### src/rtl/jpeg_mul_pkg.sv
// Shared definitions for the sequential sign-magnitude multiplier.
// Provides the controller state encoding and the default operand widths
// used as parameter defaults by mul_sm_seq and mul_pp_add.
package jpeg_mul_pkg;

    typedef enum logic [1:0] {
        IDLE = 2'd0,
        RUN  = 2'd1,
        DONE = 2'd2
    } state_t;

    localparam int DEF_A_W = 31;
    localparam int DEF_B_W = 20;

    // Number of K-bit multiplier slices needed to cover a width-bit operand.
    function automatic int ceil_div(input int x, input int y);
        return (x + y - 1) / y;
    endfunction

endpackage

### src/rtl/mul_pp_add.sv
// Partial-product adder: one shift-and-add step of the sequential multiplier.
// Ports:
//   a_mag  in  A_W  unsigned multiplicand magnitude
//   slice  in  K    current K-bit slice of the multiplier
//   shift  in  32   left shift applied to the partial product (K * slice index)
//   acc    in  P_W  running unsigned accumulator
//   sum    out P_W  acc + (a_mag * slice) << shift
// Purely combinational.
module mul_pp_add
    import jpeg_mul_pkg::*;
#(
    parameter int A_W = DEF_A_W,
    parameter int K   = 1,
    parameter int P_W = DEF_A_W + DEF_B_W
) (
    input  logic [A_W-1:0] a_mag,
    input  logic [K-1:0]   slice,
    input  logic [31:0]    shift,
    input  logic [P_W-1:0] acc,
    output logic [P_W-1:0] sum
);

    logic [P_W-1:0] pp;

    // The full product fits P_W, so no partial sum can exceed it either.
    assign pp  = (P_W'(a_mag) * P_W'(slice)) << shift;
    assign sum = acc + pp;

endmodule

### src/rtl/mul_sm_seq.sv
// Sequential multiplier: two's-complement multiplicand times a
// sign-magnitude multiplier, retiring K multiplier bits per cycle.
// Ports:
//   clk, rst              clock, asynchronous active-high reset
//   in_valid / in_ready   operand handshake
//   signed_a [A_W]        two's-complement multiplicand
//   b [B_W], sign_b       multiplier magnitude and sign (1 = negative)
//   out_valid / out_ready result handshake
//   c [A_W+B_W]           signed product, two's complement
//   busy                  high while an operation is in RUN or DONE
// Latency: out_valid rises N+1 cycles after the accepting edge
// (N accumulate cycles plus one cycle to apply the sign into c).
module mul_sm_seq
    import jpeg_mul_pkg::*;
#(
    parameter int A_W = DEF_A_W,
    parameter int B_W = DEF_B_W,
    parameter int K   = 1
) (
    input  logic                 clk,
    input  logic                 rst,
    input  logic                 in_valid,
    output logic                 in_ready,
    input  logic [A_W-1:0]       signed_a,
    input  logic [B_W-1:0]       b,
    input  logic                 sign_b,
    output logic                 out_valid,
    input  logic                 out_ready,
    output logic [A_W+B_W-1:0]   c,
    output logic                 busy
);

    localparam int P_W   = A_W + B_W;
    localparam int N     = ceil_div(B_W, K);
    localparam int BP_W  = N * K;
    localparam int CNT_W = $clog2(N + 1);

    state_t              state_reg, state_next;
    logic [A_W-1:0]      a_mag_reg;
    logic [BP_W-1:0]     b_reg;
    logic                sign_reg;
    logic [P_W-1:0]      acc_reg;
    logic [P_W-1:0]      acc_next;
    logic [CNT_W-1:0]    cnt_reg;
    logic [P_W-1:0]      c_reg;
    logic [31:0]         shift_amt;
    logic                accept;
    logic                acc_done;

    assign accept   = in_valid && in_ready;
    assign acc_done = (cnt_reg == CNT_W'(N));

    // b_reg is shifted right as slices are consumed, so the live slice
    // always sits in the low K bits; the counter supplies the weight.
    assign shift_amt = 32'(cnt_reg) * 32'(K);

    mul_pp_add #(
        .A_W (A_W),
        .K   (K),
        .P_W (P_W)
    ) u_pp_add (
        .a_mag (a_mag_reg),
        .slice (b_reg[K-1:0]),
        .shift (shift_amt),
        .acc   (acc_reg),
        .sum   (acc_next)
    );

    always_ff @(posedge clk or posedge rst) begin
        if (rst) begin
            state_reg <= IDLE;
        end else begin
            state_reg <= state_next;
        end
    end

    always_comb begin
        state_next = state_reg;
        in_ready   = 1'b0;
        out_valid  = 1'b0;
        busy       = 1'b0;
        case (state_reg)
            IDLE: begin
                in_ready = 1'b1;
                if (in_valid) begin
                    state_next = RUN;
                end
            end
            RUN: begin
                busy = 1'b1;
                if (acc_done) begin
                    state_next = DONE;
                end
            end
            DONE: begin
                busy      = 1'b1;
                out_valid = 1'b1;
                // Retiring the result frees the block for a same-edge capture.
                in_ready  = out_ready;
                if (out_ready) begin
                    state_next = in_valid ? RUN : IDLE;
                end
            end
            default: begin
                state_next = IDLE;
            end
        endcase
    end

    always_ff @(posedge clk or posedge rst) begin
        if (rst) begin
            a_mag_reg <= '0;
            b_reg     <= '0;
            sign_reg  <= 1'b0;
            acc_reg   <= '0;
            cnt_reg   <= '0;
            c_reg     <= '0;
        end else if (accept) begin
            // Negating the most negative value wraps to 2^(A_W-1), which is
            // exactly the required unsigned magnitude.
            a_mag_reg <= signed_a[A_W-1] ? (~signed_a + A_W'(1)) : signed_a;
            b_reg     <= BP_W'(b);
            sign_reg  <= signed_a[A_W-1] ^ sign_b;
            acc_reg   <= '0;
            cnt_reg   <= '0;
        end else if (state_reg == RUN) begin
            if (!acc_done) begin
                acc_reg <= acc_next;
                b_reg   <= b_reg >> K;
                cnt_reg <= cnt_reg + CNT_W'(1);
            end else begin
                // Negating a zero magnitude gives zero, so -0 cannot appear.
                c_reg <= sign_reg ? (~acc_reg + P_W'(1)) : acc_reg;
            end
        end
    end

    assign c = c_reg;

endmodule

### config.mk
export PLATFORM = sky130hd
export DESIGN_NAME = mul_sm_seq
export DESIGN_NICKNAME = d
export VERILOG_FILES = /design/src/rtl/jpeg_mul_pkg.sv /design/src/rtl/mul_pp_add.sv /design/src/rtl/mul_sm_seq.sv
export SDC_FILE = /design/constraint.sdc
export NUM_CORES = 1
export LEC_CHECK = 0
export BUFFER_PORTS_ARGS = -buffer_cell sky130_fd_sc_hd__buf_2
export CAP_MARGIN = 30
export CORE_UTILIZATION = 55
export CTS_BUF_LIST = sky130_fd_sc_hd__clkbuf_2 sky130_fd_sc_hd__clkbuf_4 sky130_fd_sc_hd__clkbuf_8
export CTS_CLUSTER_SIZE = 40
export DETAILED_ROUTE_END_ITERATION = 10
export HOLD_SLACK_MARGIN = 0.05
export MAX_ROUTING_LAYER = met4
export PLACE_DENSITY = 0.83
export SKIP_CTS_REPAIR_TIMING = 1
export SLEW_MARGIN = 20
export SYNTH_ARGS = -nofsm -noshare
export SYNTH_HDL_FRONTEND = slang
export SYNTH_SLANG_ARGS = --single-unit
### constraint.sdc
create_clock -name clk -period 11.8 [get_ports clk]
set_clock_uncertainty 0.05 [all_clocks]
set_input_delay 1.18 -clock clk [delete_from_list [all_inputs] [get_ports clk]]
set_output_delay 1.18 -clock clk [all_outputs]
set_load 0.005 [all_outputs]
==> results.md <==
- Status: complete, but fails checks
- Failing checks: design-rule violations
- P_sw: 1620 uW
- DIE AREA: 23400 um2
- Crit-path max FO: 41
- Cell count after synthesis: 1600
- Worst R2R Path Depth: 20
- Synth area leaders: dfrtp_1, nand2_1, o21ai_0, ha_1, xor2_1
- Worst Tran Pin Value: 973 ps
- PwrDens: 238 nW/um2
- Longest Clk Path Bufs: 2
- #FFs+latches synth: 161
- Critical Path End Type: register
- Finish-stage setup viols: 0
- WL final: 32.6 mm
- Crit path DAT: 5720 ps
- P&R area growth vs syn: 9.15%
- Largest net degree at the start of global routing: 109
- Die Span Y: 153 um
- Leading area contributor after synthesis: dfrtp_1
- CP Launch Point: cnt_reg[1]
- CTS H-tree lvls: 4
- I/O Pins: 110
- Max Freq: 183 MHz
- Post-Syn Nets: 1717
- Vias: 11.5k
- Worst hold slack: 428 ps
- Antenna cell count: 0
- Tot GR Track Use: 29.3%
- FF-to-FF End: acc_reg[45]
- Reg2reg setup slack: 6340 ps
- Syn_area_per_cell: 7.82 um2
- Post-synth EDFFs: 0
- Synth unique cells: 62
- Cell Rows: 54
- Synth warnings: 0
- First-pass GRT wire length: 53.9 mm
- HP Class: register to register
- Grt total ovfl: 0
- Pint: 1630 uW
- Fin nets: 1758
- Reported max-cap violation count: 0
- Pins Over Slew Limit: 0
- Peak supply drop: 0.145 mV
- Post-synthesis sequential area ratio: 32.2%
- Static Leak: 0.00628 uW
- Die X: 153 um
- Drc violations: 3
- Switching share of power: 49.8%
- Post-DP HPWL: 24.2 mm
- Wire per inst: 16.9 um
- Mapped cell area: 12500 um2
- Combinational Power Share: 59.3%
- Num CTS Buffers: 17
- Skew-Pair Late Insertion Delay: 480 ps
- RePlAce Congestion: 1.01
- Core Area: 22100 um2
- Layout cells sized above 1: 12.4%
- Initial DRC count: 718
- Crit Path Category: register to register
- Ys flop type: dfrtp_1
- Crit path to: acc_reg[45]
- Slew headroom: 34.9%
- Initial antenna violation count: 0
- Initial Util: 56.6%
- Tcrit/Tclk final: 46.2%
- # port buffers: 109
- Worst-path clk slew: 90 ps
- Area share of the largest cell type after synthesis: 32.2%
- Setup TNS Final: 0 ps
- Vias in the first global route: 10.6k
- Hold path start: c[23]
- Minimum clock period: 5460 ps
- Root Driver: clkbuf_8
- Worst Path Required: 12060 ps
- CTS tree: yes
- RSZ-0062 raised after global routing: no
- Fraction of registers with async set/reset: 100%
- Clock network fraction of total power: 14.4%
- DP Cell Count: 1899
- Final antenna-violating net count: 0
- CP startpoint kind: register
- Initial DRT Pass Iterations: 11
- Filler-free cell count of the finished design: 1934
- Vias per cell: 5.95
- Final Hold Fails: 0
- Sequential share of power: 26.3%
- Clock sinks: 161
- Worst R2R Start: cnt_reg[1]
[final cells by class]
class	count	area, um2
inverters	30	118
flip-flops and latches	161	4030
fillers	1982	8440
repair buffers	123	698
clock inverters	15	213
well taps	280	350
multi-input cells	1308	8010
clock buffers	17	234
[per-layer routing]
| metal | global-route usage [%] | part of all wire [%] | up-vias |
|---|---|---|---|
| met5 | - | 0 | - |
| met4 | 9.24 | 2.2 | 0 |
| met3 | 3.43 | 4.5 | 37 |
| met2 | 46.3 | 47 | 338 |
| met1 | 39.5 | 46 | 5406 |
| li1 | - | - | 5728 |
[Yosys cell counts, types with 29 or more instances]
master,instances
nand2_1,329
dfrtp_1,161
o21ai_0,156
a21oi_1,122
nor2_1,107
xor2_1,84
clkbuf_1,76
ha_1,60
nand3_1,43
xnor2_1,39
mux2i_1,38
o21ai_1,30
inv_1,29
[placed cells by master (no fill, tap or decap), types with 14 or more instances in the layout]
cell / instances
a21o_1: 20
a21oi_1: 122
a31oi_1: 28
buf_2: 109
clkbuf_8: 17
dfrtp_1: 161
ha_1: 60
inv_1: 28
mux2_2: 16
mux2i_1: 38
nand2_1: 327
nand2b_1: 22
nand3_1: 42
nand4_1: 15
nor2_1: 107
nor3_1: 14
o21ai_0: 156
o21ai_1: 30
o31ai_1: 22
o41ai_1: 15
xnor2_1: 39
xor2_1: 84
[cell families after synthesis]
family	after synthesis	share of synthesized area [%]
compound gates	471	22.3
buf+inv	131	3.93
xor+xnor	123	8.61
simple gates	592	21.1
mux	61	5.74
fa+ha+maj	61	6.16
flops	161	32.2
[worst max-delay path: stages, from the launching register on]
cell	delay [ps]
dfrtp_1	340
buf_4	410
mux2_2	410
o21ai_0	410
o21ai_0	140
nand2_1	110
nor2_1	50
a21oi_1	190
o22ai_1	150
ha_1	400
nand2_1	150
nor2_1	130
nand3_1	100
a2111oi_0	390
nor3_1	190
o41ai_1	680
a221oi_1	220
o31a_1	370
o21ai_1	180
xnor2_1	130
a21oi_1	90
[power groups by stage]
stage / Clock (uW) / Combinational, uW / Sequential [uW]
final: 468 / 1920 / 855
after global routing: 495 / 2140 / 877
after CTS: 473 / 1890 / 859
after detailed placement: 0 / 1880 / 870
after global placement: 0 / 1850 / 862
after floorplan: 0 / 1470 / 815
[worst min-delay path by stage]
stage                                to  depth (start not counted)  slack, ps
after detailed placement          c[17]                          2        410
after global routing              c[19]                          2        450
after floorplan           a_mag_reg[12]                          2        410
final                             c[23]                          2        430
after global placement            c[30]                          2        410
after CTS                         c[21]                          2        440
[stage by stage]
| step | util, % | instance area (um2) | setup slack [ps] | power, uW |
|---|---|---|---|---|
| after floorplan | - | 12500 | 6220 | 2280 |
| after global placement | 59.5 | 13100 | 6360 | 2720 |
| after detailed placement | 59.5 | 13100 | 6240 | 2750 |
| after CTS | 61.5 | 13600 | 6210 | 3220 |
| after global routing | 61.8 | 13700 | 6040 | 3510 |
| final | 61.8 | 13700 | 6340 | 3250 |
No activity file was read; power rests on OpenSTA's default activity.
